## src/rtl/aes_pkg.sv

```systemverilog
// -----------------------------------------------------------------------------
// aes_pkg
//   Shared definitions for the MixColumns/InvMixColumns engine.
//   - AES_COLS : number of 32-bit columns in a 128-bit AES state
//   - state_e  : engine FSM encoding (IDLE, BUSY, DONE)
//   - xtime()  : multiply a GF(2^8) element by x, modulo x^8+x^4+x^3+x+1
// -----------------------------------------------------------------------------
package aes_pkg;

    localparam int AES_COLS = 4;

    typedef enum logic [1:0] {
        IDLE = 2'd0,
        BUSY = 2'd1,
        DONE = 2'd2
    } state_e;

    // Shift left by one; when the top bit falls off, fold it back with 0x1b.
    function automatic logic [7:0] xtime(input logic [7:0] b);
        return {b[6:0], 1'b0} ^ (b[7] ? 8'h1b : 8'h00);
    endfunction

endpackage

```

## src/rtl/mix_col_unit.sv

```systemverilog
// -----------------------------------------------------------------------------
// mix_col_unit
//   Combinational transform of one 32-bit AES column. Both the forward
//   (MixColumns) and inverse (InvMixColumns) matrices are evaluated and the
//   result is selected by dec_i. All multiples are built from xtime chains.
// Ports
//   col_i  in  32  column, row 0 in bits [31:24]
//   dec_i  in   1  0 = MixColumns, 1 = InvMixColumns
//   col_o  out 32  transformed column, same row layout
// -----------------------------------------------------------------------------
module mix_col_unit
    import aes_pkg::*;
(
    input  logic [31:0] col_i,
    input  logic        dec_i,
    output logic [31:0] col_o
);

    logic [7:0] a  [4];
    logic [7:0] x2 [4];
    logic [7:0] x4 [4];
    logic [7:0] x8 [4];
    logic [7:0] m3 [4];
    logic [7:0] m9 [4];
    logic [7:0] mb [4];
    logic [7:0] md [4];
    logic [7:0] me [4];

    logic [31:0] enc_col;
    logic [31:0] dec_col;

    // Per-row multiples: 3 = 2+1, 9 = 8+1, B = 8+2+1, D = 8+4+1, E = 8+4+2.
    always_comb begin
        for (int r = 0; r < 4; r++) begin
            a[r]  = col_i[31 - 8*r -: 8];
            x2[r] = xtime(a[r]);
            x4[r] = xtime(x2[r]);
            x8[r] = xtime(x4[r]);
            m3[r] = x2[r] ^ a[r];
            m9[r] = x8[r] ^ a[r];
            mb[r] = x8[r] ^ x2[r] ^ a[r];
            md[r] = x8[r] ^ x4[r] ^ a[r];
            me[r] = x8[r] ^ x4[r] ^ x2[r];
        end
    end

    // Forward matrix rows are rotations of {2,3,1,1}.
    assign enc_col = {x2[0] ^ m3[1] ^ a[2]  ^ a[3],
                      a[0]  ^ x2[1] ^ m3[2] ^ a[3],
                      a[0]  ^ a[1]  ^ x2[2] ^ m3[3],
                      m3[0] ^ a[1]  ^ a[2]  ^ x2[3]};

    // Inverse matrix rows are rotations of {E,B,D,9}.
    assign dec_col = {me[0] ^ mb[1] ^ md[2] ^ m9[3],
                      m9[0] ^ me[1] ^ mb[2] ^ md[3],
                      md[0] ^ m9[1] ^ me[2] ^ mb[3],
                      mb[0] ^ md[1] ^ m9[2] ^ me[3]};

    assign col_o = dec_i ? dec_col : enc_col;

endmodule

```

## src/rtl/mix_col_engine.sv

```systemverilog
// -----------------------------------------------------------------------------
// mix_col_engine
//   Multi-cycle MixColumns/InvMixColumns over a full 128-bit AES state.
//   COLS_PER_CYCLE columns are transformed per BUSY cycle (1, 2 or 4), so a
//   block spends 4/COLS_PER_CYCLE cycles in BUSY. With BYPASS_LAST=1 a block
//   flagged in_last is passed through unchanged straight to DONE.
// Ports
//   clk        in    1   clock, rising edge
//   rst_n      in    1   asynchronous active-low reset
//   in_valid   in    1   in_state/in_dec/in_last valid
//   in_ready   out   1   engine accepts a block this cycle
//   in_state   in  128   column c = in_state[127-32c -: 32], row 0 in column MSB
//   in_dec     in    1   0 = MixColumns, 1 = InvMixColumns
//   in_last    in    1   final-round flag (pass-through when BYPASS_LAST=1)
//   out_valid  out   1   out_state valid
//   out_ready  in    1   downstream accepts out_state
//   out_state  out 128   result, same layout as in_state
//   busy       out   1   FSM is in BUSY
// Handshake: a transfer occurs on a rising edge where valid && ready are both
//   high. The producer holds valid and its data until that edge; ready may
//   depend combinationally on the other side (in_ready follows out_ready in
//   DONE so a new block can enter on the same edge the result leaves).
// Debug: the FSM state is held in state_q (type state_e) for checkers to bind.
// -----------------------------------------------------------------------------
module mix_col_engine
    import aes_pkg::*;
#(
    parameter int COLS_PER_CYCLE = 1,
    parameter bit BYPASS_LAST    = 1'b1
)
(
    input  logic         clk,
    input  logic         rst_n,
    input  logic         in_valid,
    output logic         in_ready,
    input  logic [127:0] in_state,
    input  logic         in_dec,
    input  logic         in_last,
    output logic         out_valid,
    input  logic         out_ready,
    output logic [127:0] out_state,
    output logic         busy
);

    if (COLS_PER_CYCLE != 1 && COLS_PER_CYCLE != 2 && COLS_PER_CYCLE != 4) begin : g_bad_cols
        $fatal(1, "mix_col_engine: COLS_PER_CYCLE must be 1, 2 or 4");
    end

    // Counter step wraps to 0 when all four columns go in one cycle.
    localparam logic [1:0] CNT_STEP = 2'(COLS_PER_CYCLE);
    localparam logic [1:0] CNT_LAST = 2'(AES_COLS - COLS_PER_CYCLE);

    state_e       state_q,     state_d;
    logic [1:0]   cnt_q,       cnt_d;
    logic [127:0] src_q,       src_d;
    logic [127:0] res_q,       res_d;
    logic         dec_q,       dec_d;
    logic         out_valid_q, out_valid_d;
    logic         busy_q,      busy_d;

    logic         accept;
    logic         take_bypass;

    logic [1:0]   col_idx [COLS_PER_CYCLE];
    logic [31:0]  col_in  [COLS_PER_CYCLE];
    logic [31:0]  col_out [COLS_PER_CYCLE];

    assign in_ready    = (state_q == IDLE) || ((state_q == DONE) && out_ready);
    assign accept      = in_valid && in_ready;
    assign take_bypass = BYPASS_LAST && in_last;

    // Slice k of this cycle handles column cnt_q + k.
    always_comb begin
        for (int k = 0; k < COLS_PER_CYCLE; k++) begin
            col_idx[k] = cnt_q + 2'(k);
            col_in[k]  = src_q[32*(3 - int'(col_idx[k])) +: 32];
        end
    end

    for (genvar k = 0; k < COLS_PER_CYCLE; k++) begin : g_unit
        mix_col_unit u_unit (
            .col_i (col_in[k]),
            .dec_i (dec_q),
            .col_o (col_out[k])
        );
    end

    always_comb begin
        state_d     = state_q;
        cnt_d       = cnt_q;
        src_d       = src_q;
        res_d       = res_q;
        dec_d       = dec_q;
        out_valid_d = out_valid_q;
        busy_d      = busy_q;

        case (state_q)
            IDLE, DONE: begin
                // Result consumed: fall back to IDLE unless a new block enters.
                if (state_q == DONE && out_ready) begin
                    state_d     = IDLE;
                    out_valid_d = 1'b0;
                end
                if (accept) begin
                    src_d = in_state;
                    dec_d = in_dec;
                    cnt_d = 2'd0;
                    if (take_bypass) begin
                        res_d       = in_state;
                        state_d     = DONE;
                        out_valid_d = 1'b1;
                    end else begin
                        state_d     = BUSY;
                        busy_d      = 1'b1;
                        out_valid_d = 1'b0;
                    end
                end
            end

            BUSY: begin
                for (int k = 0; k < COLS_PER_CYCLE; k++) begin
                    res_d[32*(3 - int'(col_idx[k])) +: 32] = col_out[k];
                end
                cnt_d = cnt_q + CNT_STEP;
                if (cnt_q == CNT_LAST) begin
                    state_d     = DONE;
                    busy_d      = 1'b0;
                    out_valid_d = 1'b1;
                end
            end

            default: begin
                state_d     = IDLE;
                busy_d      = 1'b0;
                out_valid_d = 1'b0;
            end
        endcase
    end

    always_ff @(posedge clk or negedge rst_n) begin
        if (!rst_n) begin
            state_q     <= IDLE;
            cnt_q       <= 2'd0;
            src_q       <= '0;
            res_q       <= '0;
            dec_q       <= 1'b0;
            out_valid_q <= 1'b0;
            busy_q      <= 1'b0;
        end else begin
            state_q     <= state_d;
            cnt_q       <= cnt_d;
            src_q       <= src_d;
            res_q       <= res_d;
            dec_q       <= dec_d;
            out_valid_q <= out_valid_d;
            busy_q      <= busy_d;
        end
    end

    assign out_valid = out_valid_q;
    assign out_state = res_q;
    assign busy      = busy_q;

endmodule

```

## config.mk

```make
export PLATFORM = sky130hd
export DESIGN_NAME = mix_col_engine
export DESIGN_NICKNAME = d
export VERILOG_FILES = /design/src/rtl/aes_pkg.sv /design/src/rtl/mix_col_unit.sv /design/src/rtl/mix_col_engine.sv
export SDC_FILE = /design/constraint.sdc
export NUM_CORES = 1
export LEC_CHECK = 0
export CORE_AREA = 2 2 205 207
export CTS_CLUSTER_SIZE = 40
export DETAILED_ROUTE_END_ITERATION = 12
export DIE_AREA = 0 0 207 209
export SYNTH_ARGS = -nofsm -noshare
export SYNTH_HDL_FRONTEND = slang
export SYNTH_SLANG_ARGS = --single-unit
```

## constraint.sdc

```tcl
create_clock -name clk -period 3.3 [get_ports clk]
set_input_delay 0.66 -clock clk [delete_from_list [all_inputs] [get_ports clk]]
set_output_delay 0.66 -clock clk [all_outputs]
set_load 0.1 [all_outputs]
```

==> flow_summary.yaml, run 1 <==
grt:
  grt_usage_pct: 24.96
  grt_pass1_vias: 13090
  grt_first_pass_wirelength_um: 82810
  grt_max_degree: 131
  grt_overflow: 0
  antenna_found_initial: 0
drt:
  final_antenna_net_count: 0
  first_iter_violations: 1146
  avgRoutedWirePerCell_um: 22.83
  vias: 13043
  drc: 0
  detail_route.vias_per_cell: 5.328
  drt_wl_total_um: 55890
  dr.pass1.iters: 5
layout:
  diodes: 0
  fin_area_um2: 20040
  drive_above_1_share_pct: 27.40
  final_cells: 2448
  nets: 2028
  area_delta_synth_final_pct: 41.00
clock_network:
  cts_sinks: 262
  insertion_delay_ns: 0.56
  cts_tree: "built"
  cts_buffer_depth: 3
  clk_pin_slew_worst_paths_ns: 0.06
  clockRootBuffer: "clkbuf_16"
  cts_made_buffers: 29
  cts_htree_levels: 1
synth:
  yosysWarnings: 0
  syn_inst: 1527
  ys.flop_type: "dfrtp_1"
  async_reset_ff_share_pct: 100.0
  syn_area_per_cell_um2: 9.309
  seq_area_frac_synth_pct: 46.12
  syn_nets: 1665
  netlist_area_um2: 14210
  yosysTopAreaCell: "dfrtp_1"
  synth_edf_count: 0
  synth.distinct_cells: 51
  synth_top_area_share_pct: 46.12
  synth.top_cells.by_area: "dfrtp_1 (46%), nand2_1 (12%), xnor2_1 (7.0%)"
  ys_ff_latch: 262
setup_path:
  cpPeakStageDelay_ns: 0.62
  critPathSlowestCell: "mux4_2"
  critPathArrivalTime_ns: 3.79
  path_max_fanout: 7
  crit_family: "XOR/XNOR gates"
  critPathRequiredTime_ns: 3.72
  worstPathCellList: "buf_12 -> buf_12 -> mux4_2 -> xnor3_2 -> xnor3_1 -> xor2_1 -> xor2_1 -> a21oi_2 -> xnor2_1 -> buf_4 -> o22ai_1"
  worstSetupStartpointType: "flop"
  cp-end-kind: "flop"
  cp.buffers_inverters: 3
  crit_type: "reg -> reg"
job:
  max_cap_violations: 0
floorplan:
  die_w_um: 207
  num_rows: 75
  die_h_um: 209
  start_util_pct: 34.43
  core_area_um2: 41290
  io_pins: 265
  die_area_um2: 43260
timing:
  clock_skew_ns: 0.02789
  fin_crit_ns: 3.374
  setup_viol: 9
  max_slew_margin_pct: 3.780
  setup_ws_ns: -0.07365
  rsz0062_at_grt: "yes"
  slew_viol_final: 0
  fmax_mhz: 296.4
  hold_viol: 0
  post-route-period-util_pct: 102.2
  worstMarginPinSlew_ns: 1.443
place:
  placed_cells: 2355
  placed_area_um2: 17910
  gp_congestion: 0.9244
  portBuffers: 264
  post-dp-hpwl_um: 39880
hold_path:
  holdCritPathClass: "in -> async"
outcome:
  violations: "setup timing"
  status: "finished with violations"
[layout by cell type, fill, tap and decap left out, types with 21 or more instances in the layout]
cell type,instances
clkbuf_16,30
buf_4,279
xnor2_2,30
mux4_2,32
dfrtp_1,261
o21a_1,21
xnor2_1,79
o21ai_0,115
a21oi_1,70
xor2_1,32
nand2_1,464
nor2_1,98
clkdlybuf4s50_1,132
[area by class of cell]
cell class | instances | area [um^2]
Clock buffer | 45 | 855.8
Clock inverter | 5 | 56.30
Fill cell | 3883 | 21250
Inverter | 4 | 15.01
Multi-Input combinational cell | 1154 | 8021
Sequential cell | 262 | 6558
Tap cell | 539 | 674.4
Timing Repair Buffer | 439 | 3862
[stage by stage]
stage	TNS (ns)	hold slack (ns)	utilization (%)	worst slack, ns
2_1_floorplan	0	0.3644	-	0.07536
3_3_place_gp	-0.8603	0.4537	43.38	-0.1704
3_5_place_dp	-0.9484	0.4576	43.38	-0.1777
4_1_cts	-0.02923	0.1632	46.01	-0.01681
5_1_grt	-2.988	0.1868	48.54	-0.1580
6_report	-0.2918	0.1159	48.54	-0.07365
[routing by layer]
metal	track usage [%]	vias up	routed length, um
li1	-	5805	-
met1	34.08	6453	23610
met2	40.52	658	26090
met3	4.509	127	4085
met4	7.562	0	2106
met5	0	-	0
[logic make-up after synthesis]
group,synth area share [%]
muxes,5.237
buffers and inverters,3.512
xor gates and xnor gates,15.53
DFF,46.12
and+or+nand+nor,16.79
AOI/OAI and AO/OA,12.45
adders and majority gates,0.3521
[synthesized netlist by cell type (6+ instances only)]
cell type / instances
dfrtp_1: 262
nand4_1: 6
o21a_1: 21
nor2_1: 99
nand3_1: 8
a221oi_1: 8
o22ai_1: 15
a21oi_1: 87
a211oi_1: 6
nand2_1: 473
xnor2_1: 114
o21ai_1: 8
o21ai_0: 129
mux4_2: 32
a22oi_1: 17
xor2_1: 44
xor3_1: 6
xnor2_2: 8
clkbuf_1: 84
xnor3_1: 19
buf_2: 11
[repair_timing]
action                                  CTS  global route
endpoints found under the setup margin   34            86
buffers inserted                          4            42
resized for setup                        18           141
gates cloned                              0             2
pin swaps                                 5            70
hold buffers                              0             0
hold endpoints to repair                  0             0
[path summary, 6_finish.rpt]
check,from,to,cells past startpoint,slack (ns)
min in group clk,src_q[48],src_q[48],2,0.48
hold / removal,rst_n,out_state[116],1,0.12
setup reg to reg,cnt_q[0],out_state[37],11,-0.07
hold reg to reg,src_q[48],src_q[48],2,0.48
setup / recovery,cnt_q[0],out_state[37],11,-0.07
max in group asynchronous,rst_n,src_q[30],2,2.28
[sequential cells by signal, summed over array words and instances, names as in the netlist]
name,count
busy,1
dec_q,1
src_q,128
out_valid,1
out_state,128
cnt_q,2
state_q,1
Power of run 1 is left out: the tool's default activity adds up to more than one toggle a clock period on the data nets, which glitch-free logic cannot reach.
==> run 2, diff against run 1 <==
--- a/config.mk
+++ b/config.mk
@@ -9,6 +9,7 @@
 export CTS_CLUSTER_SIZE = 40
 export DETAILED_ROUTE_END_ITERATION = 12
 export DIE_AREA = 0 0 207 209
+export PLACE_DENSITY = 0.61
 export SYNTH_ARGS = -nofsm -noshare
 export SYNTH_HDL_FRONTEND = slang
 export SYNTH_SLANG_ARGS = --single-unit
==> run 2 against run 1 <==
  * Highest routed layer unchanged
  * Critical path depth increased by 1
  * Die area stayed put
  * Critical path type unchanged
  * Final cell count increased by 0.82%
  * Cell area is 1.1% lower
  * First-iteration DRC count is 9.6% lower
  * Utilization fell by 0.52 points
  * The flow now finishes without violations
==> flow_summary.yaml, run 2 (synthesis results as in run 1) <==
outcome:
  status: "finished clean"
grt:
  antenna_found_initial: 0
  grt_usage_pct: 24.75
  grt_overflow: 0
  grt_max_degree: 131
  grt_first_pass_wirelength_um: 82210
  grt_pass1_vias: 13073
clock_network:
  clockRootBuffer: "clkbuf_16"
  cts_sinks: 262
  cts_made_buffers: 29
  cts_htree_levels: 1
  cts_tree: "built"
  insertion_delay_ns: 0.57
  cts_hold_buf: 0
  cts_buffer_depth: 3
  clk_pin_slew_worst_paths_ns: 0.06
place:
  gp_congestion: 0.8952
  post-place-ws_ns: -0.3641
  placed_cells: 2378
  post-dp-hpwl_um: 39670
  portBuffers: 264
timing:
  fmax_mhz: 304.7
  setup_ws_ns: 0.01839
  hold_viol: 0
  setup_viol: 0
  fin_crit_ns: 3.282
  max_slew_margin_pct: 34.03
  clock_skew_ns: 0.01036
  post-route-period-util_pct: 99.44
  worstMarginPinSlew_ns: 0.9896
  slew_viol_final: 0
  rsz0062_at_grt: "yes"
floorplan:
  core_area_um2: 41290
  io_pins: 265
  die_h_um: 209
  start_util_pct: 34.43
  die_area_um2: 43260
  num_rows: 75
  die_w_um: 207
drt:
  final_antenna_net_count: 0
  vias: 13044
  detail_route.vias_per_cell: 5.285
  drt_wl_total_um: 54910
  dr.pass1.iters: 5
  first_iter_violations: 1036
  avgRoutedWirePerCell_um: 22.25
  drc: 0
setup_path:
  startpoint: "cnt_q[0]"
  critPathRequiredTime_ns: 3.74
  path_max_fanout: 4
  reg2reg_from: "cnt_q[0]"
  critPathArrivalTime_ns: 3.72
  cp-end-kind: "flop"
  worstSetupStartpointType: "flop"
  crit_type: "reg -> reg"
layout:
  fin_util_pct: 48.02
  final_common_cell: "nand2_1"
  nets: 2044
  area_delta_synth_final_pct: 39.48
  diodes: 0
  nFillCells: 3947
  final_cells: 2468
  drive_above_1_share_pct: 25.30
  layout_common_cells: "nand2_1 (468), buf_4 (306), dfrtp_1 (261), clkdlybuf4s50_1 (132), o21ai_0 (127)"
hold_path:
  holdCritPathClass: "in -> async"
job:
  max_cap_violations: 0
==> run 2: per-stage QoR <==
step	area [um^2]	hold slack (ns)	TNS, ns
global route	19830	0.1590	-0.4632
CTS	19290	0.1366	-0.008517
floorplan	14230	0.3644	0
detailed placement	18080	0.4588	-4.808
global placement	18080	0.4517	-2.884
finish	19830	0.1099	0
==> run 2: final cells by class <==
| cell class | count | area, um^2 | area share (%) |
|---|---|---|---|
| repair buffers | 455 | 3935 | 19.85 |
| clock inverters | 9 | 160.2 | 0.8078 |
| inverters | 4 | 15.01 | 0.07573 |
| flip-flops and latches | 262 | 6558 | 33.07 |
| well taps | 539 | 674.4 | 3.401 |
| clock buffers | 45 | 845.8 | 4.266 |
| multi-input cells | 1154 | 7639 | 38.53 |
==> run 2: worst paths after layout <==
| kind | end | slack [ns] | cells past startpoint |
|---|---|---|---|
| worst min-delay path | out_state[84] | 0.11 | 1 |
| worst max register to register | out_state[16] | 0.02 | 12 |
| max in group asynchronous | src_q[93] | 2.29 | 2 |
| worst min register to register | src_q[34] | 0.47 | 2 |
| worst max-delay path | out_state[16] | 0.02 | 12 |
| min in group clk | src_q[34] | 0.47 | 2 |
==> run 2: per-layer routing <==
layer	vias up	wire length [um]	track usage [%]
li1	5835	-	-
met1	6409	23240	34.56
met5	-	0	0
met4	0	1560	6.872
met3	104	4524	4.403
met2	696	25580	39.64
==> run 2: what timing repair did <==
| item | 4_1_cts | 5_1_grt |
|---|---|---|
| pin swaps | 2 | 27 |
| gates resized for setup | 19 | 52 |
| buffers inserted | 6 | 29 |
| cloned | 0 | 2 |
| setup endpoints to repair | 71 | 83 |
==> run 2: critical path, cell delays in order (launching register included) <==
cell and delay, ns:
dfrtp_2 0.38, buf_4 0.15, buf_4 0.14, mux4_2 0.60, xor3_1 0.43, xor2_1 0.21, buf_4 0.14, nand2_1 0.09
xnor2_2 0.35, xnor2_2 0.20, buf_4 0.18, a2bb2oi_4 0.19, a21oi_1 0.09
Power of run 2 is left out for the same reason.
